**src/rtl/spi_pixel_scheduler_pkg.sv**
```systemverilog
// pixel_sched_pkg: shared states, descriptor layout and defaults for the SPI pixel scheduler
package pixel_sched_pkg;
    localparam int DEF_COORD_W = 8;
    localparam int DEF_ID_W    = 16;
    localparam int ID_LSB      = 16;
    localparam int W_LSB       = 8;
    localparam int H_LSB       = 0;
    typedef enum logic [2:0] {IDLE, WAIT, CHECK, RUN, DONE} state_t;
    typedef struct packed {
        logic [15:0] id;
        logic [7:0]  width;
        logic [7:0]  height;
    } desc_t;
    function automatic desc_t unpack_desc(input logic [31:0] word);
        return '{id: word[ID_LSB +: 16], width: word[W_LSB +: 8], height: word[H_LSB +: 8]};
    endfunction
endpackage

```
**src/rtl/spi_pixel_scheduler_raster_counter.sv**
```systemverilog
// raster_counter: x/y raster walker; wrap flags the final column, last the final row
module raster_counter #(
    parameter int W = 8
) (
    input  logic         clk,
    input  logic         rst,
    input  logic         clear,
    input  logic         advance,
    input  logic [W-1:0] width,
    input  logic [W-1:0] height,
    output logic [W-1:0] x,
    output logic [W-1:0] y,
    output logic         wrap,
    output logic         last
);
    assign wrap = x == width - W'(1);
    assign last = y == height - W'(1);
    // the final coordinate wraps both axes so counters never pass W-1/H-1
    always_ff @(posedge clk or posedge rst)
        if (rst) begin
            x <= '0;
            y <= '0;
        end else if (clear) begin
            x <= '0;
            y <= '0;
        end else if (advance) begin
            x <= wrap ? '0 : x + W'(1);
            y <= wrap ? (last ? '0 : y + W'(1)) : y;
        end
endmodule

```
**src/rtl/spi_pixel_scheduler.sv**
```systemverilog
// spi_pixel_scheduler: pops frame descriptors from the SPI FIFO and issues raster pixels
// Defining PIXEL_SCHED_STATS_EN adds saturating frame/zero-size/stall counters.
module spi_pixel_scheduler
    import pixel_sched_pkg::*;
#(
    parameter int COORD_W    = DEF_COORD_W,
    parameter int ID_W       = DEF_ID_W,
    parameter int RD_LATENCY = 1
) (
    input  logic               rd_clk,
    input  logic               rst,
    input  logic               enable,
    input  logic               fifo_empty,
    output logic               fifo_rd_en,
    input  logic [31:0]        fifo_dout,
    output logic               px_valid,
    input  logic               px_ready,
    output logic [COORD_W-1:0] px_x,
    output logic [COORD_W-1:0] px_y,
    output logic [ID_W-1:0]    px_id,
    output logic               px_last,
    output logic               frame_busy,
    output logic               frame_done,
    output logic               err_zero
`ifdef PIXEL_SCHED_STATS_EN
    ,
    output logic [15:0]        stat_frames,
    output logic [15:0]        stat_zero,
    output logic [31:0]        stat_stall
`endif
);
    state_t state, state_n;
    desc_t desc;
    logic [1:0] wait_cnt;
    logic [COORD_W-1:0] w_q, h_q;
    logic pop, zero, accept, wrap, last;

    assign desc       = unpack_desc(fifo_dout);
    assign zero       = w_q == '0 || h_q == '0;
    assign pop        = state == IDLE && enable && !fifo_empty;
    assign accept     = px_valid && px_ready;
    assign fifo_rd_en = pop;
    assign px_valid   = state == RUN;
    assign px_last    = px_valid && wrap && last;
    assign frame_busy = state != IDLE;
    assign frame_done = state == DONE;
    assign err_zero   = state == CHECK && zero;

    always_ff @(posedge rd_clk or posedge rst)
        if (rst) state <= IDLE;
        else     state <= state_n;

    always_comb begin
        state_n = state;
        case (state)
            IDLE:    state_n = pop ? WAIT : IDLE;
            WAIT:    state_n = wait_cnt == 2'd1 ? CHECK : WAIT;
            CHECK:   state_n = zero ? IDLE : RUN;
            RUN:     state_n = accept && wrap && last ? DONE : RUN;
            default: state_n = IDLE;
        endcase
    end

    // descriptor is captured on the final wait count, when the FIFO output is valid
    always_ff @(posedge rd_clk or posedge rst)
        if (rst) begin
            wait_cnt <= '0;
            px_id    <= '0;
            w_q      <= '0;
            h_q      <= '0;
        end else if (pop) begin
            wait_cnt <= 2'(RD_LATENCY);
        end else if (state == WAIT) begin
            wait_cnt <= wait_cnt - 2'd1;
            if (wait_cnt == 2'd1) begin
                px_id <= ID_W'(desc.id);
                w_q   <= COORD_W'(desc.width);
                h_q   <= COORD_W'(desc.height);
            end
        end

    raster_counter #(.W(COORD_W)) u_raster (
        .clk     (rd_clk),
        .rst     (rst),
        .clear   (state == CHECK),
        .advance (accept),
        .width   (w_q),
        .height  (h_q),
        .x       (px_x),
        .y       (px_y),
        .wrap    (wrap),
        .last    (last)
    );

`ifdef PIXEL_SCHED_STATS_EN
    always_ff @(posedge rd_clk or posedge rst)
        if (rst) begin
            stat_frames <= '0;
            stat_zero   <= '0;
            stat_stall  <= '0;
        end else begin
            if (frame_done && !(&stat_frames)) stat_frames <= stat_frames + 16'd1;
            if (err_zero && !(&stat_zero)) stat_zero <= stat_zero + 16'd1;
            if (px_valid && !px_ready && !(&stat_stall)) stat_stall <= stat_stall + 32'd1;
        end
`endif
endmodule

```
**config.mk**
```make
export PLATFORM = sky130hd
export DESIGN_NAME = spi_pixel_scheduler
export DESIGN_NICKNAME = d
export VERILOG_FILES = /design/src/rtl/spi_pixel_scheduler_pkg.sv /design/src/rtl/spi_pixel_scheduler_raster_counter.sv /design/src/rtl/spi_pixel_scheduler.sv
export SDC_FILE = /design/constraint.sdc
export NUM_CORES = 1
export LEC_CHECK = 0
export CAP_MARGIN = 20
export CORE_ASPECT_RATIO = 1.5
export CORE_MARGIN = 2
export CORE_UTILIZATION = 35
export DETAILED_ROUTE_END_ITERATION = 10
export DONT_BUFFER_PORTS = 1
export MAX_ROUTING_LAYER = met4
export PLACE_DENSITY = 0.58
export SYNTH_ARGS = -nofsm -noshare
export SYNTH_HDL_FRONTEND = slang
export SYNTH_SLANG_ARGS = --single-unit
```
**constraint.sdc**
```tcl
create_clock -name rd_clk -period 3.4 [get_ports rd_clk]
set_input_delay 0.34 -clock rd_clk [delete_from_list [all_inputs] [get_ports rd_clk]]
set_output_delay 0.34 -clock rd_clk [all_outputs]
set_load 0.1 [all_outputs]
```
==> results.cfg, run 1 <==
[outcome]
status = finished clean

[timing]
finClkSkew_ps = 8.98
drv_slew = 0
hold_viol = 0
final.period_utilization = 0.910
period_needed_ps = 3100
setup_viol = 0
max_freq_ghz = 0.323
rsz0062_at_grt = no
slew_headroom = 0.391
worst_slack_ps = 305
fin_setup_tns_ps = 0
worst_pin_slew_ps = 913
hold-worst-slack_ps = 170

[placed_design]
placed_area_mm2 = 0.00329
place_hpwl_um = 5280
dp_slack_ps = 618
placement.io_buffers = 0
gp_congestion = 0.836

[clock_network]
cts_buffers = 5
cts.sinks = 53
ctsLongestPathBuffers = 2
cts_tree = done
htree_levels = 2
clk_pin_slew_ps = 80
root_buffer = clkbuf_16
cts_resized = 0
clk_latency_ps = 290

[job]
maxCapViolCount = 0

[critical_path]
crit_slowest_cell = dfrtp_1
end_kind = output pin
startpoint = w_q[0]
criticalPathCategory = flop to output pin
cp_cell_sequence = inv_1 -> ha_1 -> nor2b_1 -> or3_1 -> a31oi_1 -> o211ai_1 -> nor3_1 -> and2_1 -> buf_12
arrival_ps = 2760
crit_fanout = 8
rr_startpoint = w_q[0]
cpPeakStageDelay_ps = 420
required_ps = 3060
cp-start-kind = flop

[floorplan]
dieArea_mm2 = 0.00916
fp.dieH_um = 116
rows = 40
start_util = 0.365
die_w_um = 78.8
core_mm2 = 0.00806
io_pins = 75

[logic_synthesis]
synth_nets = 327
synth_cell_type_count = 47
synth_edf_count = 0
yosysSeqAreaShare = 0.451
netlist_area_mm2 = 0.00294
synth_top_flop_cell = dfrtp_1
yosysWarnings = 0
syn_area_per_cell_um2 = 10.4
synth_cells = 283
async_reset_ff_frac = 1.00
ys_seq_elements = 53

[cells_and_area]
synthToLayoutAreaGrowth_pct = 17.3
layout.nets = 352
final_area_mm2 = 0.00345
mostFrequentLayoutCell = dfrtp_1
drive_gt1_frac = 0.246
final_cell_mix = 53 x dfrtp_1, 27 x mux2_2, 25 x buf_4
diodes = 0

[drt]
vias = 2219
routedWlPerCell_um = 16.9
dr.first_iter.drc_count = 96
route.detailed.drc = 0
wl_um = 7000
vias_per_cell = 5.36
first_pass_iters = 6
ant_nets = 0

[global_routing]
grt_pass1_wl_um = 11100
grt_pass1_vias = 2255
grt_usage = 0.161
antenna_found_initial = 0
grt_max_degree = 39
grt_overflow = 0

[power]
power_mw = 2.07
peakVddDrop_mv = 0.478
powerDensity_mw_per_mm2 = 602
p_leak_nw = 1.54

[worst_hold_path]
hold_path.class = input pin to flop
min_from = fifo_dout[1]
==> cell usage after synthesis, drive strengths merged (3+ instances only) <==
master	number	share of area
inv	14	0.018
and2	3	0.0064
dfrtp	53	0.45
nor2b	6	0.013
a21oi	5	0.0085
nor4	7	0.019
clkbuf	8	0.010
xor2	7	0.021
nand2	18	0.023
o21ai	14	0.028
xnor2	18	0.054
nand2b	7	0.015
o211ai	15	0.038
or2	3	0.0064
o2111ai	4	0.012
nand3	5	0.0085
mux2	27	0.10
nor2	18	0.023
nand4	3	0.0064
ha	7	0.030
nor3	7	0.012
a31oi	5	0.011
==> power by group <==
group / switching, mW / internal [mW] / total [mW]
clock network: 0.241 / 0.277 / 0.518
registers: 0.0530 / 0.678 / 0.731
logic: 0.599 / 0.225 / 0.824
==> registers in the layout (all words and copies together), names as in the netlist <==
register and count:
h_q 8, px_id 16, state 3, u_raster.x 8, u_raster.y 8, w_q 8, wait_cnt 2
==> per-layer routing <==
metal | share of wire | wire length (um) | up-vias | global-route usage
met5 | 0 | 0 | - | -
met4 | 0.020 | 138 | 0 | 0.0538
met3 | 0.049 | 342 | 13 | 0.0340
met2 | 0.52 | 3620 | 60 | 0.275
met1 | 0.41 | 2910 | 1082 | 0.188
li1 | - | - | 1064 | -
==> what timing repair did <==
item,CTS,global route
buffers inserted,0,0
hold buffers,1,0
hold endpoints to repair,24,0
==> per-stage QoR <==
step | utilization | std cells
floorplan | - | 283
finish | 0.428 | 414
CTS | 0.428 | 414
detailed placement | 0.408 | 405
global route | 0.428 | 414
global placement | 0.408 | 405
==> worst max-delay path: cells and delay by family (launching register included) <==
family | cells | cell delay [ps]
DFF | 1 | 420
and+or+nand+nor | 4 | 1040
adders and majority gates | 1 | 300
buffers and inverters | 2 | 280
AOI/OAI and AO/OA | 2 | 410
==> cell type report <==
type	count	area, um2
clock buffers	5	125
clock inverters	3	25.0
fillers	778	4610
inverters	14	52.6
multi-input cells	206	1540
flip-flops and latches	53	1330
well taps	105	131
repair buffers	28	245
==> final timing paths <==
path	end	slack [ps]	cells after the start
worst min register to register	wait_cnt[0]	550	2
min in group asynchronous	px_id[6]	540	2
worst min-delay path	h_q[1]	170	2
worst max-delay path	px_last	300	9
max in group asynchronous	h_q[6]	2060	3
worst max register to register	u_raster.y[6]	690	9
==> kinds of logic (layout without fill, tap and decap cells) <==
kind of cell | count (synthesis) | after routing | share of synthesized area
adder cells (fa/ha/maj) | 7 | 7 | 0.0298
AO/OA/AOI/OAI | 56 | 56 | 0.135
flip-flops | 53 | 53 | 0.451
buffers and inverters | 24 | 50 | 0.0336
AND/OR/NAND/NOR | 89 | 89 | 0.165
XOR/XNOR | 25 | 25 | 0.0745
multiplexers | 29 | 29 | 0.110
Power figures use the tool's default switching activity.
==> run 2, diff against run 1 <==
Settings changed: PLACE_DENSITY 0.58 to 0.6.
==> run 2 against run 1 <==
Net effect: flip-flop and latch count unchanged; final cell count decreased by 0.24%; critical path depth stayed put; clock-buffer cell count stayed put; sequential share of layout area shrank 0.26 points; combinational power about the same; die area unchanged.
==> results.cfg, run 2 (synthesis results as in run 1) <==
[drt]
routedWlPerCell_um = 17.0
vias = 2193
first_pass_iters = 4
ant_nets = 0
dr.first_iter.drc_count = 98
vias_per_cell = 5.31
wl_um = 7040
route.detailed.drc = 0

[floorplan]
fp.dieH_um = 116
core_mm2 = 0.00806
start_util = 0.365
dieArea_mm2 = 0.00916
rows = 40
die_w_um = 78.8
io_pins = 75

[critical_path]
cp-start-kind = flop
startpoint = w_q[0]
rr_startpoint = w_q[0]
crit_fanout = 8
criticalPathCategory = flop to output pin
required_ps = 3060
end_kind = output pin
arrival_ps = 2750

[clock_network]
clk_pin_slew_ps = 70
cts_buffers = 5
clk_latency_ps = 290
post-cts-setup-buffers = 0
ctsLongestPathBuffers = 2
ctsHoldBuffers = 1
cts.sinks = 53
root_buffer = clkbuf_16
cts_tree = done
htree_levels = 2
cts_resized = 0

[power]
p_leak_nw = 1.55
powerDensity_mw_per_mm2 = 616
peakVddDrop_mv = 0.428

[timing]
rsz0062_at_grt = no
fin_setup_tns_ps = 0
period_needed_ps = 3090
slew_headroom = 0.333
hold-worst-slack_ps = 177
drv_slew = 0
worst_slack_ps = 305
worst_pin_slew_ps = 1000
hold_viol = 0
setup_viol = 0
max_freq_ghz = 0.323
finClkSkew_ps = 9.67
final.period_utilization = 0.910

[cells_and_area]
register_area_mm2 = 0.00133
multi_input_area_mm2 = 0.00154
layout.nets = 351
mostFrequentLayoutCell = dfrtp_1
regMostFlops = px_id
fin_cells = 413
synthToLayoutAreaGrowth_pct = 18.1
drive_gt1_frac = 0.244
final_area_mm2 = 0.00347
largest_reg_flops = 16
diodes = 0
fill_cells = 781
final_cell_mix = 53 x dfrtp_1, 27 x mux2_2, 23 x buf_4

[global_routing]
antenna_found_initial = 0
grt_usage = 0.166
grt_pass1_vias = 2269
grt_pass1_wl_um = 11500
grt_max_degree = 39
grt_overflow = 0

[outcome]
status = finished clean

[placed_design]
place_hpwl_um = 5380
placed_area_mm2 = 0.00329
placement.io_buffers = 0
dp_slack_ps = 605
dp.cells = 404
gp_congestion = 0.860

[job]
maxCapViolCount = 0

[worst_hold_path]
min_from = fifo_dout[1]
hold_path.class = input pin to flop
## run 2: layout make-up
type | count | area share
Multi-Input combinational cell | 206 | 0.444
Sequential cell | 53 | 0.382
Timing Repair Buffer | 27 | 0.0721
Tap cell | 105 | 0.0379
Clock buffer | 5 | 0.0361
Inverter | 14 | 0.0151
Clock inverter | 3 | 0.0126
## run 2: where the power goes
group	switching, mW	internal [mW]	total, mW
logic	0.594	0.228	0.822
registers	0.0547	0.678	0.732
clock network	0.234	0.349	0.583
total	0.883	1.25	2.14
## run 2: path summary, 6_finish.rpt
kind	endpoint	cells after the start	slack (ps)
worst max-delay path	px_last	9	310
worst min-delay path	h_q[1]	2	180
worst max register to register	u_raster.y[6]	9	740
worst min register to register	wait_cnt[0]	2	540
max in group asynchronous	px_id[13]	3	2350
min in group asynchronous	px_id[5]	2	510
## run 2: metal layers
metal	share of wire	up-vias	GRT usage
li1	-	1069	-
met1	0.38	1051	0.185
met2	0.54	59	0.285
met3	0.051	14	0.0379
met4	0.027	0	0.0667
met5	0	-	-
## run 2: per-stage QoR
stage	utilization	total power, mW
after floorplan	-	1.38
after global placement	0.406	1.55
after detailed placement	0.408	1.57
after CTS	0.431	2.16
after global routing	0.431	2.25
final	0.431	2.14
## run 2: worst max-delay path, cell delays in order, from the launching register on
cell and delay [ps]:
dfrtp_1 420, inv_1 100, ha_1 290, nor2b_1 160, or3_1 350, a31oi_1 230, o211ai_1 160, nor3_1 320
and2_1 230, buf_12 190
==> run 3, diff against run 2 <==
Settings changed: CELL_PAD_IN_SITES_DETAIL_PLACEMENT set to 1, CELL_PAD_IN_SITES_GLOBAL_PLACEMENT set to 2, PLACE_DENSITY 0.6 to 0.83.
Clock period 3.4 ns to 3 ns, I/O delays scaled along.
==> run 3 against run 2 <==
Net effect: design area rose by 0.32%; final cell count rose by 0.73%; global-route usage rose by 1.8 points; clock-buffer cell count did not move; non-clock buffer count rose by 3; sequential power rose by 11%; sequential share of layout area fell by 0.12 points; first-iteration DRC count fell by 18%; largest cell class unchanged; highest routed layer unchanged.
==> results.cfg, run 3 (synthesis results as in run 1) <==
[cells_and_area]
layout.nets = 354
final_area_mm2 = 0.00348
largest_reg_flops = 16
post-route-util = 0.432
fin_cells = 416
synthToLayoutAreaGrowth_pct = 18.5
drive_gt1_frac = 0.270
final_cell_mix = 53 x dfrtp_1, 28 x buf_4, 27 x mux2_2
mostFrequentLayoutCell = dfrtp_1
regMostFlops = px_id
diodes = 0

[timing]
hold_viol = 0
final.period_utilization = 0.942
max_freq_ghz = 0.354
setup_viol = 0
hold-worst-slack_ps = 20.1
drv_slew = 0
fin_setup_tns_ps = 0
period_needed_ps = 2830
slew_headroom = 0.385
worst_pin_slew_ps = 923
finClkSkew_ps = 5.96
rsz0062_at_grt = no

[clock_network]
cts_buffers = 5
htree_levels = 2
clk_latency_ps = 290
clk_pin_slew_ps = 80
cts.sinks = 53
ctsLongestPathBuffers = 2
cts_tree = done
ctsHoldBuffers = 0
root_buffer = clkbuf_16

[global_routing]
grt_max_degree = 39
grt_overflow = 0
antenna_found_initial = 0
grt_pass1_vias = 2429
grt_pass1_wl_um = 12600
grt_usage = 0.183

[critical_path]
end_kind = output pin
crit_fanout = 9
cp-start-kind = flop
criticalPathCategory = flop to output pin
required_ps = 2700
arrival_ps = 2530

[drt]
routedWlPerCell_um = 19.1
wl_um = 7930
vias_per_cell = 5.41
first_pass_iters = 4
vias = 2249
dr.first_iter.drc_count = 80
ant_nets = 0
route.detailed.drc = 0

[outcome]
status = finished clean

[floorplan]
fp.dieH_um = 116
io_pins = 75
die_w_um = 78.8
dieArea_mm2 = 0.00916
core_mm2 = 0.00806
start_util = 0.365
rows = 40

[power]
p_leak_nw = 1.54
powerDensity_mw_per_mm2 = 690
peakVddDrop_mv = 0.432

[job]
maxCapViolCount = 0

[placed_design]
placed_area_mm2 = 0.00330
gp_congestion = 0.808
place_hpwl_um = 6100
placement.io_buffers = 0
dp.cells = 407

[worst_hold_path]
hold_path.class = input pin to async pin
==> run 3: area by class of cell <==
type | instances | area, um2
repair buffers | 30 | 258
multi-input cells | 206 | 1560
inverters | 14 | 52.6
flip-flops and latches | 53 | 1330
clock buffers | 5 | 125
clock inverters | 3 | 26.3
fillers | 889 | 4580
well taps | 105 | 131
==> run 3: repair_timing <==
| action | 4_1_cts | 5_1_grt |
|---|---|---|
| setup endpoints to repair | 1 | 1 |
| pin swaps | 1 | 0 |
| buffers inserted | 0 | 1 |
| resized for setup | 2 | 3 |
==> run 3: layer usage <==
metal,global-route usage,part of all wire,vias to the layer above
met5,-,0,-
met4,0.0503,0.015,0
met3,0.0325,0.038,8
met2,0.343,0.58,42
met1,0.197,0.36,1127
li1,-,-,1072
==> run 3: final timing paths <==
| check | slack (ps) | start | cells past startpoint | end |
|---|---|---|---|---|
| max in group asynchronous | 2230 | rst | 2 | state[1] |
| worst min register to register | 590 | h_q[7] | 2 | h_q[7] |
| min in group rd_clk | 140 | fifo_dout[8] | 2 | w_q[0] |
| worst min-delay path | 20 | rst | 1 | px_id[2] |
| worst max register to register | 420 | w_q[2] | 7 | u_raster.y[6] |
| worst max-delay path | 170 | w_q[2] | 7 | px_last |
==> run 3: critical path: stages, from the launching register on <==
cell	delay [ps]
dfrtp_1	480
or4_4	580
nor4_2	280
a32o_2	180
o211ai_1	130
nor3_2	200
and2_2	210
buf_12	170
==> run 3: power by group <==
group	total, mW	internal [mW]	leakage (nW)	switching, mW
Clock	0.592	0.316	0.0680	0.277
Combinational	0.995	0.278	0.823	0.717
Sequential	0.815	0.768	0.654	0.0473
Total	2.40	1.36	1.54	1.04
==> run 3: stage by stage <==
step / power (mW) / setup WS, ps
floorplan: 1.57 / 6.60
global placement: 1.80 / 252
detailed placement: 1.82 / 174
CTS: 2.43 / 32.2
global route: 2.52 / 23.3
finish: 2.40 / 173
